**config.mk**
```make
export PLATFORM = sky130hd
export DESIGN_NAME = inst_cache_flat
export DESIGN_NICKNAME = d
export VERILOG_FILES = /design/src/rtl/otter_cache_pkg.sv /design/src/rtl/inst_cache_if.sv /design/src/rtl/icache_array.sv /design/src/rtl/inst_cache.sv /design/src/flat_wrapper.sv
export SDC_FILE = /design/constraint.sdc
export NUM_CORES = 2
export LEC_CHECK = 0
export CAP_MARGIN = 20
export CORE_MARGIN = 1.5
export CORE_UTILIZATION = 45
export CTS_CLUSTER_DIAMETER = 50
export CTS_CLUSTER_SIZE = 16
export DETAILED_ROUTE_END_ITERATION = 10
export SYNTH_ARGS = -nofsm -noshare
export SYNTH_HDL_FRONTEND = slang
export SYNTH_SLANG_ARGS = --single-unit
```
**constraint.sdc**
```tcl
create_clock -name CLK -period 15.1 [get_ports CLK]
set_input_delay 3.02 -clock CLK [delete_from_list [all_inputs] [get_ports CLK]]
set_output_delay 3.02 -clock CLK [all_outputs]
set_load 0.01 [all_outputs]
```
**src/rtl/otter_cache_pkg.sv**
```systemverilog
// Shared parameters, FSM state type and address-field helpers for the
// instruction cache.
package otter_cache_pkg;

  localparam int LINES = 16;
  localparam int WORDS = 4;
  localparam int TAG_W = 24;
  localparam int IDX_W = 4;
  localparam int OFF_W = 2;

  typedef enum logic [1:0] {
    IDLE   = 2'd0,
    FILL   = 2'd1,
    COMMIT = 2'd2
  } state_t;

  function automatic logic [TAG_W-1:0] addr_tag(input logic [31:0] a);
    return a[31:32-TAG_W];
  endfunction

  function automatic logic [IDX_W-1:0] addr_idx(input logic [31:0] a);
    return a[IDX_W+OFF_W+1:OFF_W+2];
  endfunction

  function automatic logic [OFF_W-1:0] addr_word(input logic [31:0] a);
    return a[OFF_W+1:2];
  endfunction

endpackage

```
**src/rtl/inst_cache_if.sv**
```systemverilog
// Fetch-side and backing-memory signals of the instruction cache.
// slave = the cache itself, master = the core/memory environment.
interface inst_cache_if;
  logic [31:0] pc_addr;
  logic        pc_valid;
  logic        flush;
  logic [31:0] instr;
  logic        stall;
  logic        mem_rd;
  logic [31:0] mem_addr;
  logic        mem_ack;
  logic [31:0] mem_rdata;
  logic [15:0] miss_cnt;

  modport slave (
    input  pc_addr, pc_valid, flush, mem_ack, mem_rdata,
    output instr, stall, mem_rd, mem_addr, miss_cnt
  );

  modport master (
    output pc_addr, pc_valid, flush, mem_ack, mem_rdata,
    input  instr, stall, mem_rd, mem_addr, miss_cnt
  );
endinterface

```
**src/rtl/icache_array.sv**
```systemverilog
// Data, tag and valid storage: combinational read, synchronous write,
// synchronous valid clear (clear beats set).
module icache_array
  import otter_cache_pkg::*;
(
  input  logic             CLK,
  input  logic             RESET,
  input  logic [IDX_W-1:0] rd_idx,
  input  logic [OFF_W-1:0] rd_word,
  output logic [31:0]      rd_data,
  output logic [TAG_W-1:0] rd_tag,
  output logic             rd_valid,
  input  logic             wr_en,
  input  logic [IDX_W-1:0] wr_idx,
  input  logic [OFF_W-1:0] wr_word,
  input  logic [31:0]      wr_data,
  input  logic             commit_en,
  input  logic [TAG_W-1:0] commit_tag,
  input  logic             set_valid,
  input  logic             valid_clr
);

  logic [31:0]      data_q [LINES][WORDS];
  logic [TAG_W-1:0] tag_q  [LINES];
  logic [LINES-1:0] valid_q;

  always_ff @(posedge CLK) begin
    if (wr_en) data_q[wr_idx][wr_word] <= wr_data;
    if (commit_en) tag_q[wr_idx] <= commit_tag;
  end

  always_ff @(posedge CLK) begin
    if (RESET || valid_clr) valid_q <= '0;
    else if (commit_en && set_valid) valid_q[wr_idx] <= 1'b1;
  end

  assign rd_data  = data_q[rd_idx][rd_word];
  assign rd_tag   = tag_q[rd_idx];
  assign rd_valid = valid_q[rd_idx];

endmodule

```
**src/rtl/inst_cache.sv**
```systemverilog
// Direct-mapped 16x4-word read-only instruction cache with zero-latency hit
// and an in-order line refill FSM.
module inst_cache
  import otter_cache_pkg::*;
(
  input  logic          CLK,
  input  logic          RESET,
  inst_cache_if.slave   bus
);

  state_t              state;
  logic [31:OFF_W+2]   line_q;
  logic [OFF_W-1:0]    cnt;
  logic [OFF_W-1:0]    cnt_nxt;
  logic                discard;
  logic [15:0]         miss_q;
  logic                mem_rd_q;
  logic [31:0]         mem_addr_q;

  logic [31:0]         rd_data;
  logic [TAG_W-1:0]    rd_tag;
  logic                rd_valid;
  logic                hit;
  logic                fill_wr;
  logic                unused_pc_lsb;

  assign unused_pc_lsb = ^bus.pc_addr[1:0];
  assign cnt_nxt = cnt + 2'd1;

  icache_array u_array (
    .CLK        (CLK),
    .RESET      (RESET),
    .rd_idx     (addr_idx(bus.pc_addr)),
    .rd_word    (addr_word(bus.pc_addr)),
    .rd_data    (rd_data),
    .rd_tag     (rd_tag),
    .rd_valid   (rd_valid),
    .wr_en      (fill_wr),
    .wr_idx     (line_q[IDX_W+OFF_W+1:OFF_W+2]),
    .wr_word    (cnt),
    .wr_data    (bus.mem_rdata),
    .commit_en  (state == COMMIT),
    .commit_tag (line_q[31:32-TAG_W]),
    .set_valid  (!discard),
    .valid_clr  (bus.flush)
  );

  assign hit     = (state == IDLE) && rd_valid && (rd_tag == addr_tag(bus.pc_addr));
  assign fill_wr = (state == FILL) && bus.mem_ack;

  assign bus.instr    = rd_data;
  assign bus.stall    = (bus.pc_valid && !hit) || (state != IDLE);
  assign bus.mem_rd   = mem_rd_q;
  assign bus.mem_addr = mem_addr_q;
  assign bus.miss_cnt = miss_q;

  // mem_rd/mem_addr are registered so the bus request is stable for the
  // whole wait on each word; a flush mid-fill only suppresses validation.
  always_ff @(posedge CLK) begin
    if (RESET) begin
      state      <= IDLE;
      line_q     <= '0;
      cnt        <= '0;
      discard    <= 1'b0;
      miss_q     <= '0;
      mem_rd_q   <= 1'b0;
      mem_addr_q <= '0;
    end else begin
      case (state)
        IDLE: begin
          if (bus.pc_valid && !hit && !bus.flush) begin
            state      <= FILL;
            line_q     <= bus.pc_addr[31:OFF_W+2];
            cnt        <= '0;
            mem_rd_q   <= 1'b1;
            mem_addr_q <= {bus.pc_addr[31:OFF_W+2], {(OFF_W+2){1'b0}}};
            if (miss_q != 16'hFFFF) miss_q <= miss_q + 16'd1;
          end
        end
        FILL: begin
          if (bus.flush) discard <= 1'b1;
          if (bus.mem_ack) begin
            cnt <= cnt_nxt;
            if (cnt == OFF_W'(WORDS-1)) begin
              state    <= COMMIT;
              mem_rd_q <= 1'b0;
            end else begin
              mem_addr_q <= {line_q, cnt_nxt, 2'b00};
            end
          end
        end
        COMMIT: begin
          state   <= IDLE;
          discard <= 1'b0;
        end
        default: state <= IDLE;
      endcase
    end
  end

endmodule

```
**src/flat_wrapper.sv**
```systemverilog
// flat-port wrapper written by rule: the top's interface ports become plain ports
module inst_cache_flat import otter_cache_pkg::*;
  (CLK, RESET, bus_pc_addr, bus_pc_valid, bus_flush, bus_mem_ack, bus_mem_rdata, bus_instr, bus_stall, bus_mem_rd, bus_mem_addr, bus_miss_cnt);
  inst_cache_if bus_i ();
  input  logic CLK;
  input  logic RESET;
  input wire logic [$bits(bus_i.pc_addr)-1:0] bus_pc_addr;
  input wire logic [$bits(bus_i.pc_valid)-1:0] bus_pc_valid;
  input wire logic [$bits(bus_i.flush)-1:0] bus_flush;
  input wire logic [$bits(bus_i.mem_ack)-1:0] bus_mem_ack;
  input wire logic [$bits(bus_i.mem_rdata)-1:0] bus_mem_rdata;
  output wire logic [$bits(bus_i.instr)-1:0] bus_instr;
  output wire logic [$bits(bus_i.stall)-1:0] bus_stall;
  output wire logic [$bits(bus_i.mem_rd)-1:0] bus_mem_rd;
  output wire logic [$bits(bus_i.mem_addr)-1:0] bus_mem_addr;
  output wire logic [$bits(bus_i.miss_cnt)-1:0] bus_miss_cnt;
  assign bus_i.pc_addr = bus_pc_addr;
  assign bus_i.pc_valid = bus_pc_valid;
  assign bus_i.flush = bus_flush;
  assign bus_i.mem_ack = bus_mem_ack;
  assign bus_i.mem_rdata = bus_mem_rdata;
  assign bus_instr = bus_i.instr;
  assign bus_stall = bus_i.stall;
  assign bus_mem_rd = bus_i.mem_rd;
  assign bus_mem_addr = bus_i.mem_addr;
  assign bus_miss_cnt = bus_i.miss_cnt;
  inst_cache u_core (.CLK(CLK), .RESET(RESET), .bus(bus_i));
endmodule
```
==> run_results.csv <==
group,metric,value,unit
sta,fmax,93.0,MHz
sta,finalSetupViolations,0,
logic_synthesis,synth_xor_area_share,0.270,%
clock_tree,clk_pin_slew_worst_paths,0.07,ns
outcome,status,"finished, final reports clean",
clock_tree,postCtsSetupBuffers,0,
route,drc,0,
clock_tree,numCtsBuffers,219,
route,postRouteWirelength,240,mm
die,fp.dieArea,219000,sq um
place,place.gp.congestion,0.773,
critical_path,start_kind,"input port",
sta,fin_setup_tns,0,ns
cells_and_area,ff_latch_area,75000,sq um
logic_synthesis,avgSynthCellArea,23.0,sq um
place,port_buffers,146,
sta,relSlewSlack,16.2,%
grt,grt_use_total,21.9,%
clock_tree,clock_sinks,2528,
critical_path,cp_data_arrival_time,7.73,ns
pwr,p_comb_share,5.0,%
sta,post-route-period-util,71.2,%
sta,drv_slew,0,
clock_tree,clockBufferDepth,3,
pwr,power.switching,3050,uW
clock_tree,cts-hold-fix-buffers,0,
logic_synthesis,synth_top_family_by_area,"multiplexers",
pwr,pwr-share-clk,40.4,%
die,core-area,215000,sq um
pwr,p_sw_share,21.6,%
sta,fin_skew,0.0504,ns
sta,tightest_slew,1.26,ns
route,wl_per_cell,31.9,um
logic_synthesis,synth_seq_area_share,76.9,%
clock_tree,htreeDepth,4,
logic_synthesis,synth.yosys.warnings,0,
pwr,peakVddDrop,0.124,mV
logic_synthesis,ys.flop_type,"edfxtp_1",
cells_and_area,drive_above_1_share,29.8,%
clock_tree,cts_root_buf,"clkbuf_16",
logic_synthesis,synthCells,4239,
logic_synthesis,muxShareOfSynthArea,18.7,%
pwr,pwr-share-seq,54.6,%
grt,gr-total-overflow,0,
logic_synthesis,async_reset_ff_share,0,%
die,die_x,468,um
logic_synthesis,ys_ff_latch,2528,
logic_synthesis,syn-cell-area,97500,sq um
hold_path,worst_hold_path_type,"flop to flop",
pwr,internal-power,11100,uW
place,dp_hpwl,122,mm
logic_synthesis,synthAdderAreaFrac,0.0642,%
logic_synthesis,yosys.cell_types.count,63,
logic_synthesis,synth-simple-area-share,1.82,%
run,maxCapViolCount,0,
die,fp.dieH,468,um
sta,rsz0062_at_grt,"no",
sta,finalHoldViolations,0,
die,initial_utilization,45.3,%
route,drt_iter0_markers,5241,
cells_and_area,multi_input_area,22000,sq um
route,vias,45478,
logic_synthesis,synth_edf_count,2432,
pwr,p_per_area,128,nW/um^2
critical_path,critPathMaxFanout,59,
cells_and_area,final_common_cell,"edfxtp_1",
logic_synthesis,synth_compound_area_share,1.09,%
clock_tree,clk_latency,0.88,ns
critical_path,worstSetupPathType,"input port to output pin",
critical_path,cp-end-kind,"output pin",
route,viasPerCell,6.05,
clock_tree,cts_resized,0,
cells_and_area,stdcell_area,111000,sq um
place,postPlaceCellArea,103000,sq um
route,first_pass_iters,7,
clock_tree,tritoncts,"done",
sta,period_minus_slack,10.75,ns
die,rows,170,
grt,antenna_found_initial,24,
cells_and_area,layout.nets,4578,
cells_and_area,syn_to_final_growth,13.6,%
grt,grt_pass1_wl,341,mm
grt,grt_max_degree,138,
route,postRouteAntennaNets,0,
cells_and_area,fillers,16509,
die,io_pins,151,
pwr,p_leak,0.0340,uW
critical_path,required,12.08,ns
grt,grt_pass1_vias,45999,
cells_and_area,layout_common_cells,"2432 x edfxtp_1, 745 x mux4_2, 226 x clkbuf_16, 108 x buf_4, 107 x clkdlybuf4s50_1",
## metal layers
layer	vias up	global-route usage (%)	part of all wire (%)
li1	18566	-	-
met5	-	0	0.036
met3	289	3.61	6.7
met2	1669	35.7	49
met1	24938	31.4	42
met4	16	4.75	1.8
## layout make-up
class	instances	area share (%)
diodes	4	0.00904
repair buffers	291	2.63
clock buffers	258	5.24
flip-flops and latches	2528	67.7
well taps	2838	3.21
multi-input cells	1456	19.9
clock inverters	131	1.34
inverters	8	0.0294
## state kept, by name (all words and copies together), names as in the netlist, 2 cells and up
name,cells
u_core.cnt,2
u_core.bus.mem_addr,30
u_core.u_array.valid_q,16
u_core.state,2
u_core.u_array.tag_q,384
u_core.bus.miss_cnt,16
u_core.line_q,28
u_core.u_array.data_q,2048
## per-stage QoR
step	utilization [%]	hold WS [ns]	setup WS (ns)	power [uW]	instances
after detailed placement	47.8	0.459	4.11	8560	7091
after CTS	51.2	0.475	4.10	14200	7480
after floorplan	-	0.432	6.13	8260	4240
final	51.5	0.477	4.35	14100	7514
after global placement	47.8	0.444	4.08	8550	7090
after global routing	51.5	0.497	4.09	14500	7511
## synth_stat cells, drive strengths merged, types with 4 or more instances
cell | n | area (sq um)
edfxtp | 2432 | 73000
mux4 | 745 | 16800
nor2 | 158 | 593
clkbuf | 132 | 495
buf | 116 | 667
dfxtp | 96 | 1920
mux2i | 90 | 901
nor2b | 51 | 319
nand2 | 49 | 184
a21oi | 48 | 252
nand3 | 47 | 235
mux2 | 45 | 507
o21ai | 33 | 165
a31oi | 20 | 125
xnor2 | 19 | 166
nor3 | 15 | 75.1
a211oi | 14 | 105
xor2 | 11 | 96.3
a22oi | 10 | 75.1
nand4 | 10 | 62.6
o31ai | 10 | 75.1
and3 | 8 | 50.1
or4 | 8 | 60.1
inv | 7 | 26.3
nand2b | 7 | 43.8
a221oi | 5 | 43.8
ha | 5 | 62.6
nor4 | 5 | 31.3
o211ai | 4 | 30.0
## worst max-delay path, stage by stage
cell,delay [ns]
buf_8,0.49
buf_4,0.86
mux4_2,0.58
nand2b_1,0.15
o211ai_1,0.13
o21ai_0,0.22
xor2_1,0.22
nor3_1,0.37
nor4bb_4,0.26
buf_4,0.57
o21ai_0,0.19
clkdlybuf4s50_1,0.54
## power by group through the flow
stage | clock, uW | combinational (uW) | sequential, uW
2_1_floorplan | 0 | 402 | 7850
3_5_place_dp | 0 | 700 | 7860
3_3_place_gp | 0 | 692 | 7860
6_report | 5700 | 711 | 7700
4_1_cts | 5810 | 702 | 7710
5_1_grt | 6050 | 754 | 7700
## path summary, 6_finish.rpt
kind / from / end / slack (ns) / cells after the start
worst max register to register: u_core.state[1] / u_core.bus.mem_addr[6] / 10.93 / 9
worst max-delay path: bus_pc_addr[5] / bus_stall / 4.35 / 12
worst min-delay path: u_core.u_array.valid_q[6] / u_core.u_array.valid_q[6] / 0.48 / 2
worst min register to register: u_core.u_array.valid_q[6] / u_core.u_array.valid_q[6] / 0.48 / 2
## cells by family (layout without fill, tap and decap cells)
group	Yosys count	in the layout
xor+xnor	30	30
mux	880	880
buf+inv	256	688
fa+ha+maj	5	5
compound gates	166	166
simple gates	373	373
flops	2528	2528
other cells	1	6
Note: power is estimated with default switching activity, not from simulation.
